--- src/rtl/obj_update_arbiter.sv ---
// Object position RAM write arbiter.
// Round-robin arbiter that grants RAM write access to one requester at a time.
// Grants are only issued inside the vertical-blanking window. A grant is revoked
// (with an abort pulse) when blanking ends.
// Optional watchdog: define ARB_TIMEOUT_EN to revoke a grant after TIMEOUT_CYC
// cycles and pulse tmo. Without that macro, tmo is tied to 0.
module obj_update_arbiter #(
  parameter int unsigned N_REQ       = 3,
  parameter int unsigned TIMEOUT_CYC = 64
) (
  input  logic             clk_100M,
  input  logic             rst,
  input  logic             vblank,
  input  logic [N_REQ-1:0] req,
  output logic [N_REQ-1:0] grant,
  output logic             abort,
  output logic             tmo,
  output logic [7:0]       frame_grants
);

  localparam int unsigned IdW = $clog2(N_REQ);

  typedef enum logic [1:0] {
    StIdle,
    StArb,
    StGrant
  } state_e;

  state_e           r_state;
  logic [N_REQ-1:0] r_grant;
  logic             r_abort;
  logic [7:0]       r_frame_grants;
  logic [IdW-1:0]   r_last_id;
  logic [IdW-1:0]   r_win_id;
  logic             r_vblank_q;

  logic             w_found;
  logic [IdW-1:0]   w_win_id;
  logic [IdW-1:0]   w_cand;
  logic [N_REQ-1:0] w_win_onehot;

`ifdef ARB_TIMEOUT_EN
  logic [7:0] r_tmo_cnt;
  logic       r_tmo;
  logic       w_expire;

  // Counter holds (cycles granted - 1), so it expires on the last allowed grant cycle.
  assign w_expire = (r_tmo_cnt == 8'(TIMEOUT_CYC - 1));
  assign tmo      = r_tmo;
`else
  assign tmo = 1'b0;
`endif

  assign grant        = r_grant;
  assign abort        = r_abort;
  assign frame_grants = r_frame_grants;

  // Round-robin pick: first active request scanning upward from last_id+1 with wrap.
  always_comb begin
    w_found  = 1'b0;
    w_win_id = r_last_id;
    w_cand   = '0;
    for (int unsigned k = 1; k <= N_REQ; k++) begin
      w_cand = IdW'((32'(r_last_id) + k) % N_REQ);
      if (!w_found && req[w_cand]) begin
        w_found  = 1'b1;
        w_win_id = w_cand;
      end
    end
  end

  // One-hot grant vector for the current round-robin winner.
  always_comb begin
    w_win_onehot           = '0;
    w_win_onehot[w_win_id] = 1'b1;
  end

  // Arbiter FSM with registered grant, pulses and per-window grant counter.
  always_ff @(posedge clk_100M) begin
    if (rst) begin
      r_state        <= StIdle;
      r_grant        <= '0;
      r_abort        <= 1'b0;
      r_frame_grants <= 8'd0;
      r_last_id      <= IdW'(N_REQ - 1);
      r_win_id       <= '0;
      r_vblank_q     <= 1'b0;
`ifdef ARB_TIMEOUT_EN
      r_tmo_cnt      <= 8'd0;
      r_tmo          <= 1'b0;
`endif
    end else begin
      r_abort    <= 1'b0;
`ifdef ARB_TIMEOUT_EN
      r_tmo      <= 1'b0;
`endif
      r_vblank_q <= vblank;

      // New blanking window: restart the per-window grant count.
      if (vblank && !r_vblank_q) begin
        r_frame_grants <= 8'd0;
      end

      unique case (r_state)
        StIdle: begin
          if (vblank && (|req)) begin
            r_state <= StArb;
          end
        end

        StArb: begin
          if (vblank && w_found) begin
            r_state  <= StGrant;
            r_win_id <= w_win_id;
            r_grant  <= w_win_onehot;
`ifdef ARB_TIMEOUT_EN
            r_tmo_cnt <= 8'd0;
`endif
            if (r_frame_grants != 8'hFF) begin
              r_frame_grants <= r_frame_grants + 8'd1;
            end
          end else begin
            r_state <= StIdle;
          end
        end

        StGrant: begin
          // Priority: end of blanking, then watchdog, then normal release.
          if (!vblank) begin
            r_state   <= StIdle;
            r_grant   <= '0;
            r_abort   <= 1'b1;
            r_last_id <= r_win_id;
`ifdef ARB_TIMEOUT_EN
          end else if (w_expire) begin
            r_state   <= StIdle;
            r_grant   <= '0;
            r_tmo     <= 1'b1;
            r_last_id <= r_win_id;
`endif
          end else if (!req[r_win_id]) begin
            r_state   <= StIdle;
            r_grant   <= '0;
            r_last_id <= r_win_id;
          end else begin
`ifdef ARB_TIMEOUT_EN
            r_tmo_cnt <= r_tmo_cnt + 8'd1;
`endif
          end
        end

        default: begin
          r_state <= StIdle;
          r_grant <= '0;
        end
      endcase
    end
  end

endmodule
--- config.mk ---
export PLATFORM = sky130hd
export DESIGN_NAME = obj_update_arbiter
export DESIGN_NICKNAME = d
export VERILOG_FILES = /design/src/rtl/obj_update_arbiter.sv
export SDC_FILE = /design/constraint.sdc
export NUM_CORES = 1
export LEC_CHECK = 0
export BUFFER_PORTS_ARGS = -buffer_cell sky130_fd_sc_hd__buf_2
export CAP_MARGIN = 30
export CORE_UTILIZATION = 54
export CTS_CLUSTER_DIAMETER = 40
export DETAILED_ROUTE_END_ITERATION = 10
export PLACE_DENSITY = 0.84
export SLEW_MARGIN = 5
export SYNTH_ARGS = -nofsm -noshare
export SYNTH_HDL_FRONTEND = slang
export SYNTH_SLANG_ARGS = --single-unit
--- constraint.sdc ---
create_clock -name clk_100M -period 2.7 [get_ports clk_100M]
set_input_delay 0.135 -clock clk_100M [delete_from_list [all_inputs] [get_ports clk_100M]]
set_output_delay 0.135 -clock clk_100M [all_outputs]
set_load 0.01 [all_outputs]
; Yosys cells after proc, flatten, opt, wreduce, memory -nomap -nowiden
; Index checks and enable logic that the tools add are counted.
[word_totals]
reg_bits = 19
latchBits = 0
mem_bits_rw = 0
romBits = 0
input_bits = 6
output_inout_bits = 13
wordCells = 77
mem_count = 0
[op_classes]
add_sub_neg = 4
mul = 0
div_mod_pow = 3
n_lt_le_gt_ge = 6
n_eq_ne = 7
shifts = 0
mux = 32
bitwise_logic = 2
reduce_logical = 16
[op_table]
columns = operator, n
row1 = $mod 32x2->32 const B, 3
row2 = $mux 8, 4
row3 = $mux 2, 9
row4 = $lt 2x3->1 const B, 5
row5 = $mux 1, 9
row6 = $mux 3, 3
row7 = $pmux 3 s3, 1
row8 = $add 8x1->8 const B, 1
row9 = $bmux 1 s2, 4
row10 = $ne 8x8->1 const B, 1
row11 = $add 2x2->3 const B, 2
row12 = $logic_and 1x1->1, 6
row13 = $ne 2x2->1 const B, 3
row14 = $pmux 2 s3, 1
row15 = $reduce_and 2->1, 3
row16 = $add 2x1->3 const B, 1
row17 = $logic_not 1->1, 3
row18 = $ne 3x3->1 const B, 1
row19 = $reduce_and 3->1, 1
row20 = $reduce_or 3->1, 1
row21 = $demux 1 s2, 1
row22 = $eq 2x1->1 const B, 1
row23 = $eq 2x2->1 const B, 1
row24 = $ge 2x1->1 const B, 1
row25 = 3 further kinds, 4

; Longest topological paths before layout
; Gate-level depths: netlist (run 1).
[logic_depth]
word_depth = 17
ltp_mapped = 10

; Worst setup path before layout (run 1)
; OpenSTA, ideal clock, no wires.
[synth_timing]
kind = reg-to-reg
start = register r_last_id[0]
end = register r_frame_grants[5] (netlist: frame_grants[5])
arrival_time_ps = 1920
required_time_ps = 2626
slack_ps = 706
path_stages_with_launch = 10
n_path_buf = 1
synth_period_minus_slack_ps = 1994
cell_sequence = dfxtp_1 -> inv_1 -> ha_1 -> buf_6 -> mux2i_1 -> o22a_1 -> a31oi_4 -> nand2_2 -> or3_1 -> a31oi_1
[synth_between]
elab_chain_cells = 14
[synth_lines]
columns = element, line_no
row1 = from (decl), 33  ; logic [IdW-1:0] r_last_id;
row2 = from (signal assigned), 85  ; r_last_id <= IdW'(N_REQ - 1);
row3 = from (signal assigned), 133  ; r_last_id <= r_win_id;
row4 = from (signal assigned), 144  ; r_last_id <= r_win_id;
row5 = $add 2x1->3, 64  ; w_cand = IdW'((32'(r_last_id) + k) % N_REQ);
row6 = $mod 32x2->32, 64
row7 = $bmux 1 s2, 65  ; if (!w_found && req[w_cand]) begin
row8 = $mux 1 (implied by the code), 65
row9 = $mux 1, 65
row10 = $logic_not 1->1, 65
row11 = $logic_and 1x1->1, 65
row12 = $mux 1, 65
row13 = $logic_not 1->1, 65
row14 = $logic_and 1x1->1, 65
row15 = $mux 1 *, 65
row16 = $logic_and 1x1->1 *, 112  ; if (vblank && w_found) begin
row17 = $mux 8 *, 112
row18 = $mux 8 *, 104  ; unique case (r_state)
row19 = to (signal assigned), 120  ; r_frame_grants <= r_frame_grants + 8'd1;
row20 = to (decl), 32  ; logic [7:0] r_frame_grants;
; Mark *: on every way between the ends. The rest lies on a longest branch, timed or not. The select of a mux whose other input is x is not followed.
; A chain may end at the register's enable or synchronous reset.

; Worst setup path after layout (run 1)
; Ends and elaborated chain as after synthesis.

==> impl_metrics.tcl, run 1 <==
set metrics [dict create \
    rr_endpoint "frame_grants[5]" \
    viasPerCell 5.85 \
    final_nets 169 \
    ir_drop_mv 0.289 \
    root_buffer "clkbuf_4" \
    cts_resized 0 \
    die-area_mm2 0.00229 \
    drv_cap 0 \
    clk_path_buf_depth 2 \
    post_dp_cell_area_mm2 0.00122 \
    syn_nets 153 \
    met1_length_um 1090 \
    area_growth_pct 9.46 \
    ff2ff_path_depth 8 \
    insertion_delay_ns 0.30 \
    place_inst 181 \
    dr_wl_met3_um 122 \
    crit_type "reg2reg" \
    hold_start "vblank" \
    crit_path_start_kind "register" \
    dr.pass1.iters 4 \
    die_w_um 47.9 \
    r2r_slack_ns 0.40 \
    fin_setup_tns_ns 0 \
    final.setup_skew_ns 0.00423 \
    worstHoldEndpoint "abort" \
    pin_count 19 \
    setup_viol 0 \
    std_cell_rows 16 \
    grt_pass1_vias 882 \
    layout-drive-gt1-share 0.190 \
    status "finished clean" \
    seq_area_frac_synth 0.334 \
    wl_met2_um 1180 \
    critical_path.max_stage_delay_ns 0.47 \
    p_per_area_mw_per_mm2 399 \
    ctsHoldBuffers 0 \
    post-cts-setup-buffer-count 0 \
    cts.clk_slew.worst_paths_ns 0.11 \
    final_cell_area_mm2 0.00124 \
    synth_top_area_frac 0.334 \
    dpl.hpwl_um 1890 \
    crit_path_max_fanout 9 \
    n_antenna_cell 0 \
    wl_um 2430 \
    dieHeight_um 47.9 \
    period_minus_slack_ns 2.30 \
    io_buffers 17 \
    r2r-start "r_last_id[0]" \
    crit_arrival_ns 2.53 \
    synth_most_common_cell "dfxtp_1" \
    ys_types 44 \
    crit_slowest_cell "ha_1" \
    track_usage 0.232 \
    grt_pass1_wl_um 3740 \
    rsz0062_at_grt "no" \
    crit_required_ns 2.93 \
    synth_top_flop_cell "dfxtp_1" \
    drt_iter0_markers 34 \
    path_cells "inv_1, ha_1, mux2i_1, o22a_1, a31oi_4, nand2_2, or3_1, a31oi_1" \
    ys_seq_elements 19 \
    antenna_found_initial 0 \
    synth.top_cells.by_count "dfxtp_1 (19), nand2_1 (17), a21oi_1 (14), nor2_1 (11), nand3_1 (10)" \
    p_leak_nw 0.500 \
    hold_path_class "in2reg" \
    synth.largest_area_cell "dfxtp_1" \
    ctsHtreeMaxLevel 1 \
    ant_nets 0 \
    clock-sinks 19 \
    syn_avg_cell_area_um2 7.95 \
    dr_total_vias 1082 \
    dr.max_layer_used "met4" \
    synth_edf_count 0 \
    drc 0 \
    yosysWarnings 0 \
    fillers 192 \
    finalNonFillerCells 185 \
    synthTopCellsByArea "dfxtp_1 (33%), a21oi_1 (6.2%), mux2i_1 (6.2%)" \
    core-area_mm2 0.00196 \
    cts_tree "built" \
    grt-ovfl-total 0 \
    wl_per_cell_um 13.1 \
    synthArstFlopShare 0 \
    finalHoldViolCount 0 \
    synth_area_mm2 0.00114 \
    fmax_mhz 435 \
    end_kind "register" \
    cts_buffers 3 \
    hold_depth 2 \
    gp_congestion 0.885 \
    timing.final.crit_share 0.851 \
    syn_inst 143 \
    grt_max_degree 19 \
    finalMaxSlewViolations 0 \
    start_util 0.580 \
]
where the power goes:
group / leakage (nW) / internal (mW) / total (mW) / switching, mW
Combinational: 0.328 / 0.0233 / 0.0626 / 0.0393
Clock: 0.0177 / 0.0551 / 0.145 / 0.0898
Sequential: 0.154 / 0.285 / 0.289 / 0.00381
layout make-up:
type	count	area, µm²	area share
multi-input cells	111	692	0.556
clock buffers	3	22.5	0.0181
clock inverters	1	5.00	0.00402
repair buffers	17	85.1	0.0683
inverters	7	26.3	0.0211
well taps	27	33.8	0.0271
flip-flops and latches	19	380	0.306
worst max-delay path, delay by kind of cell (launching register included):
family	cells	cell delay (ns)
AO/OA/AOI/OAI	3	0.63
AND/OR/NAND/NOR	2	0.48
adder cells (fa/ha/maj)	1	0.47
flip-flops	1	0.40
multiplexers	1	0.16
buffers and inverters	1	0.08
sequential cells by signal (all words and copies together), names as in the netlist:
register / count
r_vblank_q: 1
r_last_id: 2
grant: 3
r_state: 2
r_win_id: 2
abort: 1
frame_grants: 8
how the worst max path moves through the flow:
stage,from,end
after floorplan,r_last_id[0],frame_grants[5]
after global placement,r_last_id[0],frame_grants[5]
after detailed placement,r_last_id[0],frame_grants[5]
after CTS,r_last_id[0],frame_grants[5]
after global routing,r_last_id[0],frame_grants[2]
final,r_last_id[0],frame_grants[5]
cell families after synthesis:
family / share of synthesized area
flip-flops: 0.334
AND/OR/NAND/NOR: 0.281
other: 0.00330
multiplexers: 0.0616
AO/OA/AOI/OAI: 0.219
buffers and inverters: 0.0572
adder cells (fa/ha/maj): 0.0440
metrics by stage:
| stage | hold slack (ns) | setup WS, ns | utilization | power (mW) |
|---|---|---|---|---|
| 2_1_floorplan | 0.213 | 0.706 | - | 0.341 |
| 3_3_place_gp | 0.369 | 0.594 | 0.621 | 0.354 |
| 3_5_place_dp | 0.383 | 0.454 | 0.621 | 0.357 |
| 4_1_cts | 0.0522 | 0.420 | 0.635 | 0.499 |
| 5_1_grt | 0.0684 | 0.282 | 0.635 | 0.519 |
| 6_report | 0.0642 | 0.403 | 0.635 | 0.496 |
layout by cell type, fill, tap and decap left out, types with 2 or more instances in the layout:
| cell type | count |
|---|---|
| nand3_1 | 10 |
| buf_2 | 17 |
| or3_1 | 3 |
| nor3_1 | 4 |
| o21ai_1 | 4 |
| or2_2 | 2 |
| nand3b_1 | 3 |
| nand2b_1 | 3 |
| nor2_1 | 11 |
| mux2i_1 | 7 |
| dfxtp_1 | 19 |
| nand2_1 | 17 |
| a31oi_1 | 5 |
| ha_1 | 4 |
| o211ai_1 | 2 |
| clkbuf_4 | 3 |
| inv_1 | 5 |
| a21oi_1 | 14 |
routing by layer:
metal | global-route usage | vias up
met2 | 0.395 | 28
met1 | 0.296 | 513
met5 | 0 | -
li1 | - | 535
met3 | 0.0453 | 6
met4 | 0.0667 | 0
No activity file was read; power rests on OpenSTA's default activity.
==> inputs of run 2 (changes only) <==
CORE_UTILIZATION = 57   (was 54)
CTS_BUF_LIST = sky130_fd_sc_hd__clkbuf_8   (was unset)
GPL_TIMING_DRIVEN = 0   (was unset)
PLACE_DENSITY = 0.88   (was 0.84)
==> impl_metrics.tcl, run 2 (synthesis results as in run 1) <==
set metrics [dict create \
    status "finished clean" \
    wl_per_cell_um 13.2 \
    r2r-start "r_last_id[0]" \
    dpl_worst_slack_ns 0.473 \
    ir_drop_mv 0.425 \
    crit_path_max_fanout 9 \
    ctsHtreeMaxLevel 1 \
    largest_reg_flops 8 \
    cts_tree "built" \
    path_cells "inv_1, ha_1, buf_6, mux2i_1, o22a_1, a31o_1, buf_2, a21oi_2, nand3_1, a31oi_1" \
    final.setup_skew_ns 0.00934 \
    area_growth_pct 13.9 \
    final_nets 174 \
    fillers 156 \
    dieHeight_um 46.7 \
    die-area_mm2 0.00218 \
    dr_total_vias 1114 \
    die_w_um 46.7 \
    viasPerCell 5.93 \
    io_buffers 16 \
    drt_iter0_markers 26 \
    ff2ff_path_depth 10 \
    rsz0062_at_grt "no" \
    track_usage 0.267 \
    n_antenna_cell 0 \
    rr_endpoint "frame_grants[3]" \
    dr.pass1.iters 4 \
    fin_ws_ns 0.433 \
    setup_viol 0 \
    timing.final.crit_share 0.840 \
    wl_met2_um 1170 \
    p_per_area_mw_per_mm2 425 \
    crit_arrival_ns 2.45 \
    final_cell_mix "dfxtp_1 (19), nand2_1 (17), buf_2 (17)" \
    grt_max_degree 12 \
    hold_depth 2 \
    layout-drive-gt1-share 0.202 \
    worstHoldEndpoint "abort" \
    finalHoldViolCount 0 \
    crit_type "reg2reg" \
    std_cell_rows 15 \
    finalMaxSlewViolations 0 \
    insertion_delay_ns 0.26 \
    cts_buffers 3 \
    r2r_slack_ns 0.43 \
    hold_path_class "in2reg" \
    post-cts-setup-buffer-count 0 \
    gp_congestion 0.909 \
    met1_length_um 1110 \
    layout_commonest_cell "dfxtp_1" \
    ant_nets 0 \
    dpl.hpwl_um 1860 \
    fin_setup_tns_ns 0 \
    drc 0 \
    grt-ovfl-total 0 \
    crit_required_ns 2.89 \
    ctsHoldBuffers 0 \
    period_minus_slack_ns 2.27 \
    end_kind "register" \
    path_delay_family "compound AO/OA/AOI/OAI gates" \
    antenna_found_initial 0 \
    hold_start "vblank" \
    grt_pass1_wl_um 4170 \
    p_leak_nw 0.525 \
    critical_path.max_stage_delay_ns 0.41 \
    start_util 0.631 \
    cts.clk_slew.worst_paths_ns 0.07 \
    dr_wl_met3_um 174 \
    clock-sinks 19 \
    core-area_mm2 0.00180 \
    grt_pass1_vias 979 \
    drv_cap 0 \
    pin_count 19 \
    clk_path_buf_depth 2 \
    crit_path_start_kind "register" \
    cts_resized 0 \
    dr.max_layer_used "met4" \
    worst-path-buf-inv 3 \
    root_buffer "clkbuf_8" \
    crit_slowest_cell "dfxtp_1" \
    wl_um 2480 \
    fmax_mhz 441 \
]
-- run 2: per-layer routing --
| metal | vias to the layer above | global-route usage |
|---|---|---|
| met2 | 48 | 0.433 |
| met4 | 0 | 0.0857 |
| met1 | 516 | 0.344 |
| met3 | 7 | 0.0667 |
| li1 | 543 | - |
| met5 | - | 0 |
-- run 2: power breakdown --
part           internal [mW]  switching [mW]
Clock                  0.103          0.0927
Sequential             0.285         0.00372
Combinational         0.0253          0.0407
Total                  0.413           0.137
-- run 2: final cells by class --
| class | instances | area (µm²) | area share |
|---|---|---|---|
| plain buffers | 6 | 38.8 | 0.0300 |
| clock buffers | 3 | 41.3 | 0.0319 |
| multi-input cells | 111 | 692 | 0.534 |
| clock inverters | 1 | 5.00 | 0.00386 |
| inverters | 7 | 26.3 | 0.0203 |
| repair buffers | 16 | 80.1 | 0.0618 |
| well taps | 25 | 31.3 | 0.0242 |
| flip-flops and latches | 19 | 380 | 0.294 |
-- run 2: how the worst max path moves through the flow --
stage,slack [ns],from,endpoint,depth (start not counted)
after global placement,0.56,r_last_id[0],frame_grants[3],10
after CTS,0.44,r_last_id[0],frame_grants[3],10
final,0.43,r_last_id[0],frame_grants[3],10
after floorplan,0.71,r_last_id[0],frame_grants[5],9
after detailed placement,0.47,r_last_id[0],frame_grants[3],10
after global routing,0.25,r_last_id[0],frame_grants[3],10
-- run 2: metrics by stage --
step	hold slack, ns	std cells	power [mW]	util	cell area (µm²)
after global routing	0.132	188	0.574	0.719	1290
after floorplan	0.213	143	0.341	-	1140
after detailed placement	0.389	184	0.360	0.693	1250
after global placement	0.370	184	0.357	0.693	1250
after CTS	0.112	188	0.552	0.719	1290
final	0.115	188	0.550	0.719	1290
